`src/rtl/fetch_unit.sv`:
```
// Instruction-fetch stage: owns the PC, drives a synchronous instruction ROM and feeds EX.
// Optional misaligned-target trap is enabled by defining ALIGN_CHECK_EN.
module fetch_unit #(
   parameter logic [31:0] RESET_PC = 32'h0000_0000,
   parameter int          IMEM_AW  = 12
) (
   input  logic               clk,
   input  logic               rst,
   input  logic               hold,
   input  logic               stall_FETCH,
   input  logic [1:0]         pcsrc,
   input  logic               branch_taken,
   input  logic [31:0]        rs1_data_EX,
   output logic [IMEM_AW-1:0] imem_addr,
   input  logic [31:0]        imem_rdata,
   output logic [31:0]        instruction_EX,
   output logic [31:0]        pc_EX,
   output logic [31:0]        pc_plus4_EX,
   output logic               stall_EX,
   output logic               fetch_fault
);

   localparam logic [31:0] NOP = 32'h0000_0013;

`ifdef ALIGN_CHECK_EN
   localparam logic ALIGN_CHECK = 1'b1;
`else
   localparam logic ALIGN_CHECK = 1'b0;
`endif

   typedef enum logic [1:0] {
      BOOT   = 2'd0,
      RUN    = 2'd1,
      SQUASH = 2'd2,
      FAULT  = 2'd3
   } state_t;

   state_t      state_q, state_d;
   logic [31:0] pc_f_q, pc_f_d;
   logic [31:0] pc_ex_q, pc_ex_d;
   logic [31:0] hold_buf_q, hold_buf_d;
   logic        hold_valid_q, hold_valid_d;
   logic        fault_q, fault_d;

   logic [31:0] imm_i, imm_b, imm_j;
   logic [31:0] target_raw, target;
   logic        misaligned;

   assign imem_addr   = pc_f_q[IMEM_AW+1:2];
   assign pc_EX       = pc_ex_q;
   assign pc_plus4_EX = pc_ex_q + 32'd4;
   assign fetch_fault = fault_q;

   // Once a hold has started, the ROM output already shows the next word,
   // so the EX instruction must come from the captured copy.
   always_comb begin
      stall_EX       = 1'b1;
      instruction_EX = NOP;
      if (state_q == RUN) begin
         stall_EX       = 1'b0;
         instruction_EX = hold_valid_q ? hold_buf_q : imem_rdata;
      end
   end

   always_comb begin
      imm_i = {{20{instruction_EX[31]}}, instruction_EX[31:20]};
      imm_b = {{19{instruction_EX[31]}}, instruction_EX[31], instruction_EX[7],
               instruction_EX[30:25], instruction_EX[11:8], 1'b0};
      imm_j = {{11{instruction_EX[31]}}, instruction_EX[31], instruction_EX[19:12],
               instruction_EX[20], instruction_EX[30:21], 1'b0};
      case (pcsrc)
         2'b01:   target_raw = branch_taken ? (pc_ex_q + imm_b) : (pc_ex_q + 32'd4);
         2'b10:   target_raw = pc_ex_q + imm_j;
         2'b11:   target_raw = (rs1_data_EX + imm_i) & ~32'd1;
         default: target_raw = pc_ex_q + 32'd4;
      endcase
      misaligned = ALIGN_CHECK & (|target_raw[1:0]);
      target     = ALIGN_CHECK ? target_raw : {target_raw[31:2], 2'b00};
   end

   always_comb begin
      state_d      = state_q;
      pc_f_d       = pc_f_q;
      pc_ex_d      = pc_ex_q;
      hold_buf_d   = hold_buf_q;
      hold_valid_d = hold_valid_q;
      fault_d      = fault_q;
      if (hold) begin
         if (!hold_valid_q) begin
            hold_buf_d   = imem_rdata;
            hold_valid_d = 1'b1;
         end
      end else begin
         hold_valid_d = 1'b0;
         case (state_q)
            RUN: begin
               if (stall_FETCH) begin
                  if (misaligned) begin
                     state_d = FAULT;
                     fault_d = 1'b1;
                  end else begin
                     pc_f_d  = target;
                     pc_ex_d = pc_f_q;
                     state_d = SQUASH;
                  end
               end else begin
                  pc_ex_d = pc_f_q;
                  pc_f_d  = pc_f_q + 32'd4;
                  state_d = RUN;
               end
            end
            BOOT, SQUASH: begin
               pc_ex_d = pc_f_q;
               pc_f_d  = pc_f_q + 32'd4;
               state_d = RUN;
            end
            default: state_d = FAULT;
         endcase
      end
   end

   always_ff @(posedge clk or posedge rst) begin
      if (rst) begin
         state_q      <= BOOT;
         pc_f_q       <= RESET_PC;
         pc_ex_q      <= RESET_PC;
         hold_buf_q   <= NOP;
         hold_valid_q <= 1'b0;
         fault_q      <= 1'b0;
      end else begin
         state_q      <= state_d;
         pc_f_q       <= pc_f_d;
         pc_ex_q      <= pc_ex_d;
         hold_buf_q   <= hold_buf_d;
         hold_valid_q <= hold_valid_d;
         fault_q      <= fault_d;
      end
   end

endmodule
```
`config.mk`:
```
export PLATFORM = sky130hd
export DESIGN_NAME = fetch_unit
export DESIGN_NICKNAME = d
export VERILOG_FILES = /design/src/rtl/fetch_unit.sv
export SDC_FILE = /design/constraint.sdc
export NUM_CORES = 1
export LEC_CHECK = 0
export CAP_MARGIN = 20
export CELL_PAD_IN_SITES_DETAIL_PLACEMENT = 0
export CELL_PAD_IN_SITES_GLOBAL_PLACEMENT = 2
export CORE_ASPECT_RATIO = 0.7
export CORE_MARGIN = 5
export CORE_UTILIZATION = 32
export CTS_BUF_LIST = sky130_fd_sc_hd__clkbuf_8
export DETAILED_ROUTE_END_ITERATION = 16
export MAX_ROUTING_LAYER = met4
export PLACE_DENSITY_LB_ADDON = 0.1
export SYNTH_ARGS = -nofsm -noshare
export SYNTH_HDL_FRONTEND = slang
export SYNTH_SLANG_ARGS = --single-unit
export TNS_END_PERCENT = 100
```
`constraint.sdc`:
```
create_clock -name clk -period 5.19 [get_ports clk]
set_input_delay 0.7785 -clock clk [delete_from_list [all_inputs] [get_ports clk]]
set_output_delay 0.7785 -clock clk [all_outputs]
set_load 0.02 [all_outputs]
```
==> results.py, run 1 <==
metrics = {
    "status": {
        "outcome": "finished, final reports clean",
    },
    "synth": {
        "synth_seq_area_share": 0.231,
        "syn_area_um2": 10300,
        "postSynthCellCount": 1327,
        "synthAdderAreaFrac": 0.0930,
        "synthFlopType": "dfrtp_1",
        "synth_simple_gate_area_frac": 0.206,
        "synth_top_family_by_area": "compound AO/OA/AOI/OAI gates",
        "synth_cell_types": 86,
        "synth-compound-area-share": 0.265,
        "async_flop_share": 1.00,
        "synth_top_area_frac": 0.224,
        "ys_seq_elements": 95,
        "synth_area_leaders": "dfrtp_1 (22%), ha_1 (9.0%), a21oi_1 (6.4%), nand2_1 (5.9%), nor2_1 (4.9%)",
        "postSynthAreaPerCell_um2": 7.76,
        "synthXorXnorAreaFrac": 0.0698,
        "synth.largest_area_cell": "dfrtp_1",
        "synth_edf_count": 0,
        "yosys_warnings": 0,
        "synthMuxAreaShare": 0.0811,
    },
    "sta": {
        "fin_ws_ns": 0.587,
        "tns_ns": 0,
        "drv_slew": 0,
        "max_slew.worst_pin.slew_ns": 0.839,
        "finalSetupViolations": 0,
        "finalHoldViolCount": 0,
        "max_freq_mhz": 217,
        "fin_skew_ns": 0.0165,
        "relSlewSlack": 0.441,
        "post-route-period-util": 0.887,
        "fin_crit_ns": 4.60,
        "rsz0062_at_grt": "no",
    },
    "layout": {
        "multi_input_area_um2": 7400,
        "nNetsFinal": 1613,
        "drive_gt1_frac": 0.0842,
        "register_area_um2": 2380,
        "area_growth_pct": 23.6,
        "n_antenna_cell": 0,
        "fillers": 3363,
        "utilization": 0.398,
    },
    "clock_tree": {
        "cts_tree": "built",
        "hold_buffers": 0,
        "path_clk_slew_ns": 0.12,
        "insertion_delay_ns": 0.42,
        "cts_root_buffer": "clkbuf_8",
        "max-clock-path-buffers": 2,
        "cts_setup_buffers": 0,
        "cts_buffers": 9,
        "cts.sinks": 95,
        "cts_resized": 0,
        "cts_htree_levels": 3,
    },
    "setup_path": {
        "r2r_end": "pc_f_q[27]",
        "crit_chain": "nor2b_1 -> inv_2 -> nor2_1 -> ha_1 -> a21oi_1 -> nand2_1 -> a221oi_1 -> a21oi_1 -> o21ai_1 -> o31ai_2 -> xor2_1 -> nand2_1 -> a221oi_2",
        "cp.required_ns": 5.52,
        "max_stage_delay_ns": 0.60,
        "cp_max_fo": 23,
        "cp-end-kind": "flip-flop",
        "crit_type": "flip-flop to flip-flop",
        "critPathLaunchType": "flip-flop",
        "r2r_start": "state_q[0]",
        "reg2reg_slack_ns": 0.59,
        "cpMaxStageDelayCell": "a221oi_1",
        "reg2reg_depth": 13,
        "critPathCapture": "pc_f_q[27]",
        "crit_start": "state_q[0]",
        "arrival_ns": 4.93,
    },
    "place": {
        "pre_cts_ws_ns": 0.570,
        "dp_hpwl_um": 35200,
        "gp_congestion": 0.960,
        "portBuffers": 175,
    },
    "die": {
        "start_util": 0.322,
        "die_y_um": 160,
        "dieArea_um2": 35900,
        "io_pins": 181,
        "rows": 55,
        "core-area_um2": 32000,
        "die_w_um": 224,
    },
    "global_route": {
        "grt_max_degree": 60,
        "grt.overflow.total": 0,
        "antenna_found_initial": 1,
        "grt_pass1_wl_um": 64400,
        "grt_usage": 0.243,
        "first_global_vias": 9782,
    },
    "route": {
        "antenna_left": 0,
        "vias": 10482,
        "drtPass1Iterations": 5,
        "drt-wirelength-per-cell_um": 23.0,
        "wl_um": 43700,
        "first_iter_violations": 1061,
        "drc": 0,
        "post_drt_via_cell_ratio": 5.52,
    },
    "pwr": {
        "power_density_nw_per_um2": 559,
        "vdd_ir_drop_max_mv": 0.304,
        "p_leak_uw": 0.00547,
        "power.total_uw": 7110,
    },
    "job": {
        "drv_cap": 0,
    },
    "hold_path": {
        "min_path_type": "flip-flop to flip-flop",
    },
}
==> layout make-up <==
class / instances / area share
clock inverters: 6 / 0.00757
flip-flops and latches: 95 / 0.187
inverters: 39 / 0.0117
multi-input cells: 1114 / 0.582
clock buffers: 10 / 0.0108
well taps: 427 / 0.0420
repair buffers: 208 / 0.159
==> registers in the layout, summed over array words and instances (netlist names) <==
signal	count
pc_f_q	30
hold_buf_q	32
pc_EX	30
state_q	2
hold_valid_q	1
==> per-layer routing <==
layer | track usage | wire [µm]
met3 | 0.0533 | 3500
met1 | 0.395 | 23700
met4 | 0.0354 | 419
met2 | 0.303 | 16100
met5 | - | 0
==> synth_stat cells, drive strengths merged, types with 4 or more instances <==
library cell / instances
o21a: 11
xor2: 28
nand2: 162
nand3: 36
buf: 32
inv: 39
o21ai: 83
clkbuf: 51
nor2b: 5
a211oi: 16
nand4: 29
nand2b: 10
ha: 74
mux2i: 41
a221o: 4
a211o: 4
nor3: 23
xnor2: 54
o31ai: 7
a21oi: 134
and3: 18
a31oi: 12
nor3b: 4
o21bai: 9
o221ai: 8
a22oi: 4
or2: 6
o211ai: 4
dfrtp: 92
and4: 7
o22ai: 15
a221oi: 21
mux2: 37
or3: 6
a21o: 38
and2: 12
nor2: 135
==> cells in the final DEF, fill, tap and decap left out, types with 5 or more instances in the layout <==
| cell | instances |
|---|---|
| mux2i_1 | 41 |
| a31oi_1 | 10 |
| xnor2_1 | 54 |
| or2_2 | 6 |
| o21ai_0 | 78 |
| a21oi_1 | 131 |
| nor2_1 | 133 |
| a221oi_1 | 19 |
| and3_1 | 18 |
| inv_1 | 37 |
| dfrtp_1 | 91 |
| o21a_1 | 11 |
| o221ai_1 | 7 |
| a211oi_1 | 15 |
| o21bai_1 | 9 |
| nand2_1 | 161 |
| and2_1 | 11 |
| nand3_1 | 36 |
| nand4_1 | 29 |
| buf_4 | 31 |
| mux2_2 | 35 |
| ha_1 | 74 |
| and4_1 | 7 |
| conb_1 | 6 |
| clkbuf_8 | 10 |
| a21o_1 | 38 |
| xor2_1 | 28 |
| nor3_1 | 23 |
| clkdlybuf4s50_1 | 175 |
| o31ai_1 | 5 |
| nor2b_1 | 5 |
| o22ai_1 | 15 |
| or3_1 | 6 |
| nand2b_1 | 10 |
==> metrics by stage <==
stage | cells | hold slack [ns] | instance area [µm²]
2_1_floorplan | 1331 | 0.454 | 10300
3_3_place_gp | 1883 | 0.482 | 12500
3_5_place_dp | 1883 | 0.478 | 12500
4_1_cts | 1899 | 0.495 | 12700
5_1_grt | 1899 | 0.527 | 12700
6_report | 1899 | 0.491 | 12700
==> cell families after synthesis <==
group | Yosys count
buffers and inverters | 122
flip-flops | 95
other | 2
multiplexers | 78
AO/OA/AOI/OAI | 411
adder cells (fa/ha/maj) | 76
XOR/XNOR | 82
AND/OR/NAND/NOR | 461
==> power breakdown <==
part	internal, µW	switching [µW]	total [µW]
Clock	292	337	629
Combinational	1930	2950	4890
Sequential	1010	582	1590
==> worst max-delay path, delay by kind of cell (launching register included) <==
kind,cells,cell delay (ns)
compound gates,6,1.80
simple gates,4,1.14
flops,1,0.47
fa+ha+maj,1,0.38
xor+xnor,1,0.38
buf+inv,1,0.32
==> worst min path at each step <==
stage               start   endpoint  slack [ns]  depth (start not counted)
2_1_floorplan  pc_f_q[16]  pc_EX[16]        0.45                          2
3_3_place_gp   pc_f_q[27]  pc_EX[27]        0.48                          2
3_5_place_dp   pc_f_q[27]  pc_EX[27]        0.48                          2
4_1_cts        pc_f_q[27]  pc_EX[27]        0.49                          2
5_1_grt        pc_f_q[27]  pc_EX[27]        0.53                          2
6_report       pc_f_q[27]  pc_EX[27]        0.49                          2
Power figures use the tool's default switching activity.
==> inputs of run 2 (changes only) <==
--- a/config.mk
+++ b/config.mk
@@ -10,7 +10,7 @@
 export CELL_PAD_IN_SITES_GLOBAL_PLACEMENT = 2
 export CORE_ASPECT_RATIO = 0.7
 export CORE_MARGIN = 5
-export CORE_UTILIZATION = 32
+export CORE_UTILIZATION = 29
 export CTS_BUF_LIST = sky130_fd_sc_hd__clkbuf_8
 export DETAILED_ROUTE_END_ITERATION = 16
 export MAX_ROUTING_LAYER = met4
==> constraint.sdc (replaced) <==
create_clock -name clk -period 3.98 [get_ports clk]
set_input_delay 0.597 -clock clk [delete_from_list [all_inputs] [get_ports clk]]
set_output_delay 0.597 -clock clk [all_outputs]
set_load 0.02 [all_outputs]
==> run 2 against run 1 <==
Register-to-register slack worse by 0.34 ns. Die area is 9.8% higher. First-iteration DRC count is 13% lower. Sequential cell count is the same. Utilization shrank 0.092 points. Combinational power grew 51%. Sequential power is 16% higher. Critical path type is now flip-flop to output pin. Critical endpoint is now pc_plus4_EX[26]. Largest cell class unchanged.
==> results.py, run 2 (synthesis results as in run 1) <==
metrics = {
    "status": {
        "outcome": "finished, final reports clean",
    },
    "setup_path": {
        "arrival_ns": 3.18,
        "crit_type": "flip-flop to output pin",
        "cp-end-kind": "output pin",
        "cp.required_ns": 3.38,
        "critPathLaunchType": "flip-flop",
        "cp_max_fo": 5,
    },
    "die": {
        "die_y_um": 168,
        "dieArea_um2": 39400,
        "io_pins": 181,
        "core-area_um2": 34900,
        "die_w_um": 235,
        "rows": 57,
        "start_util": 0.295,
    },
    "layout": {
        "largest_reg_flops": 32,
        "fillers": 3639,
        "utilization": 0.397,
        "layout_commonest_cell": "buf_4",
        "final_cell_mix": "buf_4 (176), clkdlybuf4s50_1 (175), nand2_1 (161)",
        "instances_no_fill": 2090,
        "nNetsFinal": 1758,
        "drive_gt1_frac": 0.167,
        "largest_register": "hold_buf_q",
        "area_growth_pct": 34.4,
    },
    "sta": {
        "tns_ns": 0,
        "rsz0062_at_grt": "no",
        "finalHoldViolCount": 0,
        "max_slew.worst_pin.slew_ns": 0.811,
        "finalSetupViolations": 0,
        "fin_hold_ws_ns": 0.516,
        "fin_skew_ns": 0.0405,
        "post-route-period-util": 0.948,
        "fin_crit_ns": 3.77,
        "relSlewSlack": 0.459,
        "max_freq_mhz": 265,
        "drv_slew": 0,
    },
    "pwr": {
        "power.total_uw": 9930,
        "p_leak_uw": 0.00615,
        "power_density_nw_per_um2": 718,
        "vdd_ir_drop_max_mv": 0.172,
    },
    "route": {
        "first_iter_violations": 924,
        "drt-wirelength-per-cell_um": 22.3,
        "vias": 10980,
        "wl_um": 46700,
        "post_drt_via_cell_ratio": 5.25,
        "drtPass1Iterations": 5,
        "drc": 0,
        "antenna_left": 0,
    },
    "place": {
        "dp_hpwl_um": 38600,
        "portBuffers": 175,
        "gp_congestion": 0.972,
        "post-place-cells": 2068,
    },
    "clock_tree": {
        "hold_buffers": 0,
        "max-clock-path-buffers": 2,
        "insertion_delay_ns": 0.46,
        "cts_root_buffer": "clkbuf_8",
        "cts_buffers": 9,
        "cts_tree": "built",
        "cts.sinks": 95,
        "path_clk_slew_ns": 0.11,
        "cts_htree_levels": 3,
    },
    "global_route": {
        "grt_max_degree": 59,
        "grt.overflow.total": 0,
        "grt_pass1_wl_um": 69600,
        "first_global_vias": 10624,
        "grt_usage": 0.238,
        "antenna_found_initial": 1,
    },
    "hold_path": {
        "min_path_type": "flip-flop to flip-flop",
    },
    "job": {
        "drv_cap": 0,
    },
}
run 2: critical path: stages (launching register included):
cell             delay (ns)
dfrtp_1                0.39
ha_1                   0.23
and4_1                 0.27
nand4_1                0.17
or2_2                  0.41
nor2_1                 0.14
xor2_1                 0.42
clkdlybuf4s50_1        0.71
run 2: worst paths after layout:
| kind | end | start | depth (start not counted) | slack [ns] |
|---|---|---|---|---|
| max in group asynchronous | pc_f_q[30] | rst | 3 | 2.62 |
| worst max-delay path | pc_plus4_EX[26] | pc_EX[3] | 7 | 0.21 |
| worst min register to register | hold_buf_q[10] | hold_buf_q[10] | 1 | 0.52 |
| min in group asynchronous | state_q[0] | rst | 2 | 0.65 |
| worst min-delay path | hold_buf_q[10] | hold_buf_q[10] | 1 | 0.52 |
| worst max register to register | pc_f_q[27] | hold_valid_q | 14 | 0.25 |
run 2: per-stage QoR:
step                      cell area [µm²]  worst slack [ns]
after global routing                13800           0.00561
after floorplan                     10300            0.0465
after global placement              13600           -0.0895
after CTS                           13800            0.0692
final                               13800             0.207
after detailed placement            13600           -0.0886
run 2: timing repair:
item	4_1_cts	5_1_grt
resized for setup	0	5
setup buffers	0	5
setup endpoints to repair	0	8
run 2: report_power, final:
group	switching (µW)	internal, µW
clock	476	242
sequential	528	1320
combinational	4280	3090
total	5280	4650
run 2: layout make-up:
cell class,count,area (µm²),share of cell area
tap,472,591,0.0427
multi-input combinational,1114,7400,0.535
timing repair buffer,353,3110,0.225
inverter,39,151,0.0109
antenna,1,2.50,0.000181
clock buffer,9,124,0.00895
sequential,95,2380,0.172
clock inverter,7,66.3,0.00479
run 2: per-layer routing:
layer | vias to the layer above | share of wire | track usage
met5 | - | 0 | -
met4 | 0 | 0.010 | 0.0388
met3 | 28 | 0.070 | 0.0559
met2 | 332 | 0.36 | 0.286
met1 | 5203 | 0.56 | 0.390
li1 | 5417 | - | -
==> inputs of run 3 (changes only) <==
--- a/config.mk
+++ b/config.mk
@@ -5,6 +5,7 @@
 export SDC_FILE = /design/constraint.sdc
 export NUM_CORES = 1
 export LEC_CHECK = 0
+export ABC_CLOCK_PERIOD_IN_PS = 3980
 export CAP_MARGIN = 20
 export CELL_PAD_IN_SITES_DETAIL_PLACEMENT = 0
 export CELL_PAD_IN_SITES_GLOBAL_PLACEMENT = 2
==> results of run 3 <==
Same layout as run 2: the final DEF is identical, and so are final timing and power.
